### config.mk
export PLATFORM = sky130hd
export DESIGN_NAME = otter_mem_arbiter_flat
export DESIGN_NICKNAME = d
export VERILOG_FILES = /design/src/rtl/otter_mem_pkg.sv /design/src/rtl/otter_mem_arbiter_if.sv /design/src/rtl/otter_rr_arb2.sv /design/src/rtl/otter_mem_arbiter.sv /design/src/flat_wrapper.sv
export SDC_FILE = /design/constraint.sdc
export NUM_CORES = 1
export LEC_CHECK = 0
export BUFFER_PORTS_ARGS = -buffer_cell sky130_fd_sc_hd__buf_2
export CAP_MARGIN = 25
export CORE_ASPECT_RATIO = 0.7
export CORE_UTILIZATION = 40
export CTS_CLUSTER_SIZE = 12
export DETAILED_ROUTE_END_ITERATION = 12
export PLACE_DENSITY = 0.81
export SLEW_MARGIN = 40
export SYNTH_ARGS = -nofsm -noshare
export SYNTH_HDL_FRONTEND = slang
export SYNTH_SLANG_ARGS = --single-unit
### constraint.sdc
create_clock -name CLK -period 4 [get_ports CLK]
set_input_delay 0.2 -clock CLK [delete_from_list [all_inputs] [get_ports CLK]]
set_output_delay 0.2 -clock CLK [all_outputs]
set_load 0.005 [all_outputs]
### src/rtl/otter_mem_pkg.sv
// Shared types for the OTTER main-memory arbiter.
// Holds the FSM state encoding, the grant identity and the byte-offset width
// of a word address.
package otter_mem_pkg;

   typedef enum logic [1:0] {IDLE, I_BURST, D_ACCESS} arb_state_t;

   // Encoding doubles as the bit index into the one-hot grant vector.
   typedef enum logic {GNT_I, GNT_D} gnt_t;

   localparam int BYTE_OFF = 2;

endpackage

### src/rtl/otter_mem_arbiter_if.sv
// Bus bundle between the I-cache refill side, the D-side MEM stage, the
// arbiter and the main-memory port.
// Ports: i_* refill request/response, d_* load/store request/response,
//        m_* single main-memory port.
// master modport: the arbiter. slave modport: requesters plus memory model.
interface otter_mem_arbiter_if #(
   parameter int LINE_WORDS = 8,
   parameter int AW         = 32,
   parameter int DW         = 32
);
   localparam int WW = $clog2(LINE_WORDS);

   // I-cache refill side
   logic          i_req;
   logic [AW-1:0] i_addr;
   logic          i_rvalid;
   logic [WW-1:0] i_word;
   logic [DW-1:0] i_rdata;
   logic          i_done;

   // D-side load/store
   logic          d_req;
   logic          d_we;
   logic [AW-1:0] d_addr;
   logic [DW-1:0] d_wdata;
   logic [DW-1:0] d_rdata;
   logic          d_done;

   // Main-memory port
   logic          m_req;
   logic          m_we;
   logic [AW-1:0] m_addr;
   logic [DW-1:0] m_wdata;
   logic          m_ack;
   logic [DW-1:0] m_rdata;

   modport master (
      input  i_req, i_addr, d_req, d_we, d_addr, d_wdata, m_ack, m_rdata,
      output i_rvalid, i_word, i_rdata, i_done, d_rdata, d_done,
             m_req, m_we, m_addr, m_wdata
   );

   modport slave (
      output i_req, i_addr, d_req, d_we, d_addr, d_wdata, m_ack, m_rdata,
      input  i_rvalid, i_word, i_rdata, i_done, d_rdata, d_done,
             m_req, m_we, m_addr, m_wdata
   );

endinterface

### src/rtl/otter_rr_arb2.sv
// Combinational two-way round-robin pick between I (bit 0) and D (bit 1).
// Ports: i_req requests, i_mask requesters excluded this cycle, i_last side
//        served most recently, o_gnt one-hot grant (all zero when none eligible).
module otter_rr_arb2
   import otter_mem_pkg::*;
(
   input  logic [1:0] i_req,
   input  logic [1:0] i_mask,
   input  gnt_t       i_last,
   output logic [1:0] o_gnt
);

   logic [1:0] w_elig;

   assign w_elig = i_req & ~i_mask;

   always_comb begin
      o_gnt = w_elig;
      // On a tie the side that did not go last wins.
      if (w_elig == 2'b11) begin
         o_gnt = (i_last == GNT_I) ? 2'b10 : 2'b01;
      end
   end

endmodule

### src/rtl/otter_mem_arbiter.sv
// Shares the OTTER main-memory port between I-cache line refill bursts and
// D-side single-word loads/stores, with round-robin tie breaking.
// Ports: CLK/RST (sync, active-high) plus the bus interface (master side).
module otter_mem_arbiter
   import otter_mem_pkg::*;
#(
   parameter int LINE_WORDS = 8,
   parameter int AW         = 32,
   parameter int DW         = 32
) (
   input  logic                CLK,
   input  logic                RST,
   otter_mem_arbiter_if.master bus
);

   localparam int WW = $clog2(LINE_WORDS);
   localparam int LW = AW - WW - BYTE_OFF;
   localparam logic [WW-1:0] LAST_WORD = WW'(LINE_WORDS - 1);

   // State and registered outputs
   arb_state_t    r_state,    w_state_nxt;
   gnt_t          r_last_gnt, w_last_gnt_nxt;
   logic [WW-1:0] r_word_cnt, w_word_cnt_nxt;
   logic [LW-1:0] r_line_base, w_line_base_nxt;
   logic          r_i_rvalid, w_i_rvalid_nxt;
   logic [WW-1:0] r_i_word,   w_i_word_nxt;
   logic [DW-1:0] r_i_rdata,  w_i_rdata_nxt;
   logic          r_i_done,   w_i_done_nxt;
   logic [DW-1:0] r_d_rdata,  w_d_rdata_nxt;
   logic          r_d_done,   w_d_done_nxt;
   logic          r_m_req,    w_m_req_nxt;
   logic          r_m_we,     w_m_we_nxt;
   logic [AW-1:0] r_m_addr,   w_m_addr_nxt;
   logic [DW-1:0] r_m_wdata,  w_m_wdata_nxt;

   logic [1:0]    w_gnt;
   logic [WW-1:0] w_cnt_inc;
   logic          w_ack;
   logic          w_unused;

   // A requester whose done pulse is out this cycle has not yet had the
   // chance to drop its req, so it must not be granted again.
   otter_rr_arb2 u_rr (
      .i_req  ({bus.d_req, bus.i_req}),
      .i_mask ({r_d_done, r_i_done}),
      .i_last (r_last_gnt),
      .o_gnt  (w_gnt)
   );

   assign w_cnt_inc = r_word_cnt + 1'b1;
   // Ack counts only while a transaction is actually on the port.
   assign w_ack     = bus.m_ack & r_m_req;
   assign w_unused  = &{1'b0, bus.i_addr[WW+BYTE_OFF-1:0], bus.d_addr[BYTE_OFF-1:0]};

   always_ff @(posedge CLK) begin
      if (RST) begin
         r_state <= IDLE;
      end else begin
         r_state <= w_state_nxt;
      end
   end

   always_comb begin
      w_state_nxt     = r_state;
      w_last_gnt_nxt  = r_last_gnt;
      w_word_cnt_nxt  = r_word_cnt;
      w_line_base_nxt = r_line_base;
      w_i_rvalid_nxt  = 1'b0;
      w_i_word_nxt    = r_i_word;
      w_i_rdata_nxt   = r_i_rdata;
      w_i_done_nxt    = 1'b0;
      w_d_rdata_nxt   = r_d_rdata;
      w_d_done_nxt    = 1'b0;
      w_m_req_nxt     = r_m_req;
      w_m_we_nxt      = r_m_we;
      w_m_addr_nxt    = r_m_addr;
      w_m_wdata_nxt   = r_m_wdata;

      case (r_state)
         IDLE: begin
            if (w_gnt[1]) begin
               w_state_nxt   = D_ACCESS;
               w_m_req_nxt   = 1'b1;
               w_m_we_nxt    = bus.d_we;
               w_m_addr_nxt  = {bus.d_addr[AW-1:BYTE_OFF], {BYTE_OFF{1'b0}}};
               w_m_wdata_nxt = bus.d_wdata;
            end else if (w_gnt[0]) begin
               w_state_nxt     = I_BURST;
               w_m_req_nxt     = 1'b1;
               w_m_we_nxt      = 1'b0;
               w_m_wdata_nxt   = '0;
               w_word_cnt_nxt  = '0;
               w_line_base_nxt = bus.i_addr[AW-1:WW+BYTE_OFF];
               w_m_addr_nxt    = {bus.i_addr[AW-1:WW+BYTE_OFF], {WW{1'b0}}, {BYTE_OFF{1'b0}}};
            end
         end

         I_BURST: begin
            if (w_ack) begin
               w_i_rvalid_nxt = 1'b1;
               w_i_rdata_nxt  = bus.m_rdata;
               w_i_word_nxt   = r_word_cnt;
               if (r_word_cnt == LAST_WORD) begin
                  w_i_done_nxt   = 1'b1;
                  w_m_req_nxt    = 1'b0;
                  w_m_addr_nxt   = '0;
                  w_word_cnt_nxt = '0;
                  w_last_gnt_nxt = GNT_I;
                  w_state_nxt    = IDLE;
               end else begin
                  w_word_cnt_nxt = w_cnt_inc;
                  w_m_addr_nxt   = {r_line_base, w_cnt_inc, {BYTE_OFF{1'b0}}};
               end
            end
         end

         D_ACCESS: begin
            if (w_ack) begin
               w_d_done_nxt   = 1'b1;
               w_d_rdata_nxt  = r_m_we ? '0 : bus.m_rdata;
               w_m_req_nxt    = 1'b0;
               w_m_we_nxt     = 1'b0;
               w_m_addr_nxt   = '0;
               w_m_wdata_nxt  = '0;
               w_last_gnt_nxt = GNT_D;
               w_state_nxt    = IDLE;
            end
         end

         default: begin
            w_state_nxt = IDLE;
            w_m_req_nxt = 1'b0;
         end
      endcase
   end

   always_ff @(posedge CLK) begin
      if (RST) begin
         r_last_gnt  <= GNT_I;
         r_word_cnt  <= '0;
         r_line_base <= '0;
         r_i_rvalid  <= 1'b0;
         r_i_word    <= '0;
         r_i_rdata   <= '0;
         r_i_done    <= 1'b0;
         r_d_rdata   <= '0;
         r_d_done    <= 1'b0;
         r_m_req     <= 1'b0;
         r_m_we      <= 1'b0;
         r_m_addr    <= '0;
         r_m_wdata   <= '0;
      end else begin
         r_last_gnt  <= w_last_gnt_nxt;
         r_word_cnt  <= w_word_cnt_nxt;
         r_line_base <= w_line_base_nxt;
         r_i_rvalid  <= w_i_rvalid_nxt;
         r_i_word    <= w_i_word_nxt;
         r_i_rdata   <= w_i_rdata_nxt;
         r_i_done    <= w_i_done_nxt;
         r_d_rdata   <= w_d_rdata_nxt;
         r_d_done    <= w_d_done_nxt;
         r_m_req     <= w_m_req_nxt;
         r_m_we      <= w_m_we_nxt;
         r_m_addr    <= w_m_addr_nxt;
         r_m_wdata   <= w_m_wdata_nxt;
      end
   end

   assign bus.i_rvalid = r_i_rvalid;
   assign bus.i_word   = r_i_word;
   assign bus.i_rdata  = r_i_rdata;
   assign bus.i_done   = r_i_done;
   assign bus.d_rdata  = r_d_rdata;
   assign bus.d_done   = r_d_done;
   assign bus.m_req    = r_m_req;
   assign bus.m_we     = r_m_we;
   assign bus.m_addr   = r_m_addr;
   assign bus.m_wdata  = r_m_wdata;

endmodule

### src/flat_wrapper.sv
// flat-port wrapper written by rule: the top's interface ports become plain ports
module otter_mem_arbiter_flat import otter_mem_pkg::*;
#(
   parameter int LINE_WORDS = 8,
   parameter int AW         = 32,
   parameter int DW         = 32
)
  (CLK, RST, bus_i_req, bus_i_addr, bus_d_req, bus_d_we, bus_d_addr, bus_d_wdata, bus_m_ack, bus_m_rdata, bus_i_rvalid, bus_i_word, bus_i_rdata, bus_i_done, bus_d_rdata, bus_d_done, bus_m_req, bus_m_we, bus_m_addr, bus_m_wdata);
  otter_mem_arbiter_if #(.LINE_WORDS(LINE_WORDS), .AW(AW), .DW(DW)) bus_i ();
  input  logic CLK;
  input  logic RST;
  input wire logic [$bits(bus_i.i_req)-1:0] bus_i_req;
  input wire logic [$bits(bus_i.i_addr)-1:0] bus_i_addr;
  input wire logic [$bits(bus_i.d_req)-1:0] bus_d_req;
  input wire logic [$bits(bus_i.d_we)-1:0] bus_d_we;
  input wire logic [$bits(bus_i.d_addr)-1:0] bus_d_addr;
  input wire logic [$bits(bus_i.d_wdata)-1:0] bus_d_wdata;
  input wire logic [$bits(bus_i.m_ack)-1:0] bus_m_ack;
  input wire logic [$bits(bus_i.m_rdata)-1:0] bus_m_rdata;
  output wire logic [$bits(bus_i.i_rvalid)-1:0] bus_i_rvalid;
  output wire logic [$bits(bus_i.i_word)-1:0] bus_i_word;
  output wire logic [$bits(bus_i.i_rdata)-1:0] bus_i_rdata;
  output wire logic [$bits(bus_i.i_done)-1:0] bus_i_done;
  output wire logic [$bits(bus_i.d_rdata)-1:0] bus_d_rdata;
  output wire logic [$bits(bus_i.d_done)-1:0] bus_d_done;
  output wire logic [$bits(bus_i.m_req)-1:0] bus_m_req;
  output wire logic [$bits(bus_i.m_we)-1:0] bus_m_we;
  output wire logic [$bits(bus_i.m_addr)-1:0] bus_m_addr;
  output wire logic [$bits(bus_i.m_wdata)-1:0] bus_m_wdata;
  assign bus_i.i_req = bus_i_req;
  assign bus_i.i_addr = bus_i_addr;
  assign bus_i.d_req = bus_d_req;
  assign bus_i.d_we = bus_d_we;
  assign bus_i.d_addr = bus_d_addr;
  assign bus_i.d_wdata = bus_d_wdata;
  assign bus_i.m_ack = bus_m_ack;
  assign bus_i.m_rdata = bus_m_rdata;
  assign bus_i_rvalid = bus_i.i_rvalid;
  assign bus_i_word = bus_i.i_word;
  assign bus_i_rdata = bus_i.i_rdata;
  assign bus_i_done = bus_i.i_done;
  assign bus_d_rdata = bus_i.d_rdata;
  assign bus_d_done = bus_i.d_done;
  assign bus_m_req = bus_i.m_req;
  assign bus_m_we = bus_i.m_we;
  assign bus_m_addr = bus_i.m_addr;
  assign bus_m_wdata = bus_i.m_wdata;
  otter_mem_arbiter #(.LINE_WORDS(LINE_WORDS), .AW(AW), .DW(DW)) u_core (.CLK(CLK), .RST(RST), .bus(bus_i));
endmodule
==> results.tsv, run 1 <==
stage	metric	value	unit
timing	fmax	422	MHz
global_routing	first-pass GRT wire length	28.9	mm
critical_path	Crit Path Class	flip-flop to flip-flop	
timing	Worst slew margin	49.5	%
synth	Syn Area/Cell	9.75	um^2
finish	area grow syn2layout	37.9	%
clock_tree	clk sink count	167	
timing	RSZ-0062 raised after global routing	false	
synth	Synth cell types	44	
place	GPL Wtd Cong	0.744	
place	Placed Instances	1077	
synth	most common cell in the netlist	dfxtp_1	
die	Die Ht	108	um
outcome	status	finished clean	
die	# rows	38	
timing	Setup-failing EPs final	0	
critical_path	flop-to-flop setup slack	1630	ps
pwr	peak supply drop	0.354	mV
timing	Slew @ Worst Pin	758	ps
finish	layout cell share with drive strength beyond 1	35.8	%
clock_tree	H-tree depth	4	
clock_tree	CTS root buffer	clkbuf_16	
global_routing	initial antenna violation count	0	
routing	DRC viols	0	
synth	Synth Register Bits	167	
synth	ys async rst share	0	%
routing	via count	6019	
die	Die Width	154	um
clock_tree	# Post-CTS Setup Buffers	0	
pwr	Lkg Pwr	4.13	nW
routing	Avg WL per Cell	16.3	um
die	Die ar.	16700	um^2
clock_tree	Post-CTS Resized	0	
synth	Mapped Cells	663	
synth	Post-synth EDFFs	0	
place	DP Wirelength	12.4	mm
global_routing	remaining global-route overflow	0	
critical_path	CP max stage cell	nand3_4	
clock_tree	Num CTS Buffers	17	
die	core area	15600	um^2
timing	Final Hold Vio Count	0	
critical_path	largest fanout on the critical path	37	
timing	Tmin final	2370	ps
finish	diode count	0	
critical_path	buffers plus inverters on the worst setup path	1	
synth	area share of the largest cell type after synthesis	51.7	%
clock_tree	CTS max path bufs	2	
clock_tree	CTS clk-pin slew, worst paths	70	ps
routing	DRT Wirelength	18.8	mm
critical_path	crit-path leading delay family	simple AND/OR/NAND/NOR gates	
critical_path	Critical Path End Type	flip-flop	
synth	Synth Flop Type	dfxtp_1	
critical_path	CP startpoint kind	flip-flop	
timing	final worst path period share	59.3	%
timing	Final Max Slew Viols	0	
finish	Layout Cells excl Fill	1152	
global_routing	Total Routing Usage GR	21.8	%
critical_path	crit path DAT	2710	ps
routing	Starting DRT DRC Count	338	
synth	post-synthesis sequential area ratio	51.7	%
critical_path	slowest cell delay on critical path	480	ps
global_routing	largest net degree at the start of global routing	70	
synth	Post-synth top cells	dfxtp_1, nand2_1, a22o_1	
place	PortBufs	260	
die	I/O pins	270	
pwr	PwrDens	567	nW/um^2
routing	DR vias/cell	5.22	
min_path	hold crit path type	primary input to flip-flop	
routing	Detailed Routing Iterations Pass 1	4	
synth	Synth Cell Area	6460	um^2
flow_run	Max-cap violations	0	
synth	cell taking the most area after synthesis	dfxtp_1	
timing	Setup Skew	13.0	ps
die	Initial Util	41.3	%
timing	final setup TNS	0	ps
synth	largest cells by area after synthesis	dfxtp_1, a22o_1, a21oi_1, nand3_1, mux2i_1	
routing	number of routed nets with antenna violations	0	
clock_tree	hold_buf cts	38	
synth	synthesis warning total	0	
global_routing	number of global-route vias before repair	5664	
critical_path	critical-path cell list	inv_1 > ha_1 > nand3_4 > o21a_1 > or4_1 > a21oi_1	
clock_tree	CTS tree	yes	
clock_tree	Clk Latency, worst-skew pair	420	ps
critical_path	WP data required	4340	ps
finish	fin nets	1079	
==> where the power goes <==
group | total (mW) | switching [mW] | internal, mW
registers | 2.03 | 0.135 | 1.89
logic | 1.40 | 0.815 | 0.583
clock network | 1.63 | 0.738 | 0.888
total | 5.05 | 1.69 | 3.36
==> through the flow <==
| step | instance area (um^2) | worst slack, ps | hold WS [ps] | power (mW) | utilization, % |
|---|---|---|---|---|---|
| global placement | 7830 | 1670 | 409 | 3.37 | 50.0 |
| global route | 8910 | 1440 | 2.91 | 5.32 | 57.0 |
| detailed placement | 7890 | 1640 | 413 | 3.42 | 50.4 |
| floorplan | 6470 | 2180 | 326 | 2.96 | - |
| finish | 8910 | 1630 | 14.1 | 5.05 | 57.0 |
| CTS | 8850 | 1620 | 0.756 | 5.08 | 56.6 |
==> logic make-up after synthesis <==
family | synth area share (%)
multiplexers | 4.67
flip-flops | 51.7
AO/OA/AOI/OAI | 22.1
adder cells (fa/ha/maj) | 1.16
buffers and inverters | 4.88
other | 0.0580
AND/OR/NAND/NOR | 15.5
==> routing by layer <==
metal / GRT usage [%] / part of all wire (%) / vias to the layer above
li1: - / - / 2927
met1: 27.5 / 46 / 2837
met2: 36.2 / 47 / 230
met3: 6.17 / 6.2 / 25
met4: 6.57 / 1.6 / 0
met5: 0 / 0 / -
==> placed cells by master (no fill, tap or decap), types with 4 or more instances in the layout <==
master         Yosys  final
a21oi_1           63     62
a21oi_2            5      4
a22o_1            65     65
a311oi_1          11     11
a311oi_2          19     19
buf_2             21    259
buf_4              5      7
clkbuf_16          0     17
dfxtp_1          167    167
dlygate4sd3_1      0     43
ha_1               6      6
inv_1              5      4
inv_6              0      6
mux2i_1           29     29
nand2_1           74     74
nand2b_1           4      4
nand3_1           61     61
nor2_1            60     60
o21ai_0            4      4
==> worst reg2reg max path, delay by kind of cell (launching register included) <==
| kind | cells | cell delay (ps) |
|---|---|---|
| compound gates | 2 | 470 |
| fa+ha+maj | 1 | 430 |
| buf+inv | 1 | 90 |
| flops | 1 | 350 |
| simple gates | 2 | 960 |
==> registers in the layout, summed over array words and instances, names as in the netlist, 2 cells and up <==
register / cells
u_core.bus.d_rdata: 32
u_core.bus.i_rdata: 32
u_core.bus.i_word: 3
u_core.bus.m_addr: 30
u_core.bus.m_wdata: 32
u_core.r_line_base: 27
u_core.r_state: 2
u_core.r_word_cnt: 3
==> final cells by class <==
class	instances	area, um^2
Fill cell	1342	6730
Sequential cell	167	3340
Multi-Input combinational cell	433	2860
Timing Repair Buffer	314	1850
Clock buffer	18	429
Tap cell	200	250
Clock inverter	14	155
Inverter	6	25.0
==> final timing paths <==
path / cells past startpoint / endpoint / from
min reg2reg: 2 / u_core.bus.i_rdata[30] / u_core.bus.i_rdata[30]
max: 6 / u_core.r_word_cnt[1] / u_core.r_state[1]
min: 2 / u_core.bus.m_wdata[3] / bus_d_wdata[3]
max reg2reg: 6 / u_core.r_word_cnt[1] / u_core.r_state[1]
Power figures use the tool's default switching activity.
==> inputs of run 2 (changes only) <==
--- a/config.mk
+++ b/config.mk
@@ -11,7 +11,7 @@
 export CORE_UTILIZATION = 40
 export CTS_CLUSTER_SIZE = 12
 export DETAILED_ROUTE_END_ITERATION = 12
-export PLACE_DENSITY = 0.81
+export PLACE_DENSITY = 0.83
 export SLEW_MARGIN = 40
 export SYNTH_ARGS = -nofsm -noshare
 export SYNTH_HDL_FRONTEND = slang
==> constraint.sdc (replaced) <==
create_clock -name CLK -period 2.1 [get_ports CLK]
set_input_delay 0.105 -clock CLK [delete_from_list [all_inputs] [get_ports CLK]]
set_output_delay 0.105 -clock CLK [all_outputs]
set_load 0.005 [all_outputs]
==> results.tsv, run 2 (synthesis results as in run 1) <==
stage	metric	value	unit
global_routing	Total Routing Usage GR	24.7	%
routing	Avg WL per Cell	16.9	um
global_routing	remaining global-route overflow	0	
die	core area	15600	um^2
critical_path	Critical Path End Type	flip-flop	
timing	Final Hold Vio Count	0	
pwr	PwrDens	1010	nW/um^2
routing	DRC viols	0	
routing	via count	6576	
timing	final setup TNS	0	ps
global_routing	first-pass GRT wire length	32.5	mm
global_routing	initial antenna violation count	0	
clock_tree	Num CTS Buffers	17	
clock_tree	Post-CTS Resized	0	
timing	Final Max Slew Viols	0	
routing	Starting DRT DRC Count	433	
routing	number of routed nets with antenna violations	0	
critical_path	crit path DAT	2350	ps
pwr	Lkg Pwr	4.53	nW
clock_tree	clk sink count	167	
critical_path	slowest cell delay on critical path	420	ps
die	Die Ht	108	um
routing	DR vias/cell	5.31	
timing	Tmin final	2030	ps
critical_path	most used cell, CP	buf_4	
die	Initial Util	41.3	%
finish	fin nets	1165	
clock_tree	Clk Latency, worst-skew pair	420	ps
global_routing	GR Layer Usage met1	29.3	%
pwr	peak supply drop	0.582	mV
finish	diode count	0	
min_path	hold crit path type	primary input to flip-flop	
timing	final worst path period share	96.6	%
global_routing	number of global-route vias before repair	6486	
place	PortBufs	260	
die	# rows	38	
finish	most frequent cells in the layout	buf_2, dfxtp_1, dlygate4sd3_1, nand2_1, a22o_1	
flow_run	Max-cap violations	0	
die	Die ar.	16700	um^2
global_routing	global route hottest layer	met2	
global_routing	met2 global-route usage	41.9	%
critical_path	Crit Path Class	flip-flop to flip-flop	
routing	DRT Wirelength	21.0	mm
clock_tree	CTS max path bufs	2	
timing	Setup-failing EPs final	0	
place	DP Wirelength	12.3	mm
critical_path	CP max stage cell	ha_1	
global_routing	GR Layer Usage met3	7.54	%
clock_tree	CTS clk-pin slew, worst paths	70	ps
clock_tree	CTS root buffer	clkbuf_16	
clock_tree	CTS tree	yes	
timing	Setup Skew	11.7	ps
routing	Detailed Routing Iterations Pass 1	5	
critical_path	critical-path cell list	buf_4 > ha_1 > o2bb2ai_2 > o311ai_4 > buf_4 > a21oi_1 > a311oi_2	
die	I/O pins	270	
place	GPL Wtd Cong	0.777	
outcome	status	finished clean	
timing	fmax	493	MHz
timing	RSZ-0062 raised after global routing	false	
critical_path	WP data required	2420	ps
clock_tree	H-tree depth	4	
finish	final design utilization	62.8	%
clock_tree	# Post-CTS Setup Buffers	0	
finish	area grow syn2layout	52.0	%
global_routing	largest net degree at the start of global routing	87	
die	Die Width	154	um
finish	Fillers	1238	
critical_path	largest fanout on the critical path	27	
timing	Min Hold Slack	22.9	ps
critical_path	CP startpoint kind	flip-flop	
finish	commonest non-fill, non-tap cell in the layout	buf_2	
finish	layout cell share with drive strength beyond 1	33.7	%
==> run 2: metrics by stage <==
step | total power, mW | setup WS [ps] | instances | instance area [um^2]
after floorplan | 5.63 | 277 | 664 | 6470
after global placement | 6.57 | 88.6 | 1084 | 8000
after detailed placement | 6.67 | 119 | 1086 | 8030
after CTS | 9.98 | 106 | 1238 | 9820
after global routing | 10.5 | 9.22 | 1238 | 9820
final | 9.96 | 72.1 | 1238 | 9820
==> run 2: final cells by class <==
class / count / area (um^2) / share of cell area [%]
Clock buffer: 18 / 429 / 4.37
Inverter: 6 / 22.5 / 0.229
Timing Repair Buffer: 400 / 2770 / 28.2
Clock inverter: 14 / 161 / 1.64
Multi-Input combinational cell: 433 / 2850 / 29.0
Sequential cell: 167 / 3340 / 34.0
Tap cell: 200 / 250 / 2.55
==> run 2: critical path: cells and delay by family (launching register included) <==
kind,cells,cell delay [ps]
compound gates,4,680
buf+inv,2,490
fa+ha+maj,1,420
flops,1,330
==> run 2: power by group <==
group / internal (mW) / switching [mW]
Combinational: 1.34 / 1.63
Clock: 1.70 / 1.42
Sequential: 3.61 / 0.268
Total: 6.64 / 3.32
==> run 2: final timing paths <==
kind	start	end	slack, ps	cells past startpoint
setup reg to reg	u_core.r_state[0]	u_core.bus.m_addr[16]	70	7
hold reg to reg	u_core.bus.i_rdata[11]	u_core.bus.i_rdata[11]	450	2
hold / removal	bus_d_addr[23]	u_core.bus.m_addr[23]	20	3
setup / recovery	u_core.r_state[0]	u_core.bus.m_addr[16]	70	7
==> run 2: what timing repair did <==
action,4_1_cts,5_1_grt
hold endpoints to repair,154,0
setup endpoints to repair,0,0
hold buffers,120,0
==> run 2: routing by layer <==
metal | vias up | share of wire [%]
li1 | 3095 | -
met1 | 3102 | 42
met2 | 326 | 48
met3 | 53 | 7.5
met4 | 0 | 2.9
met5 | - | 0
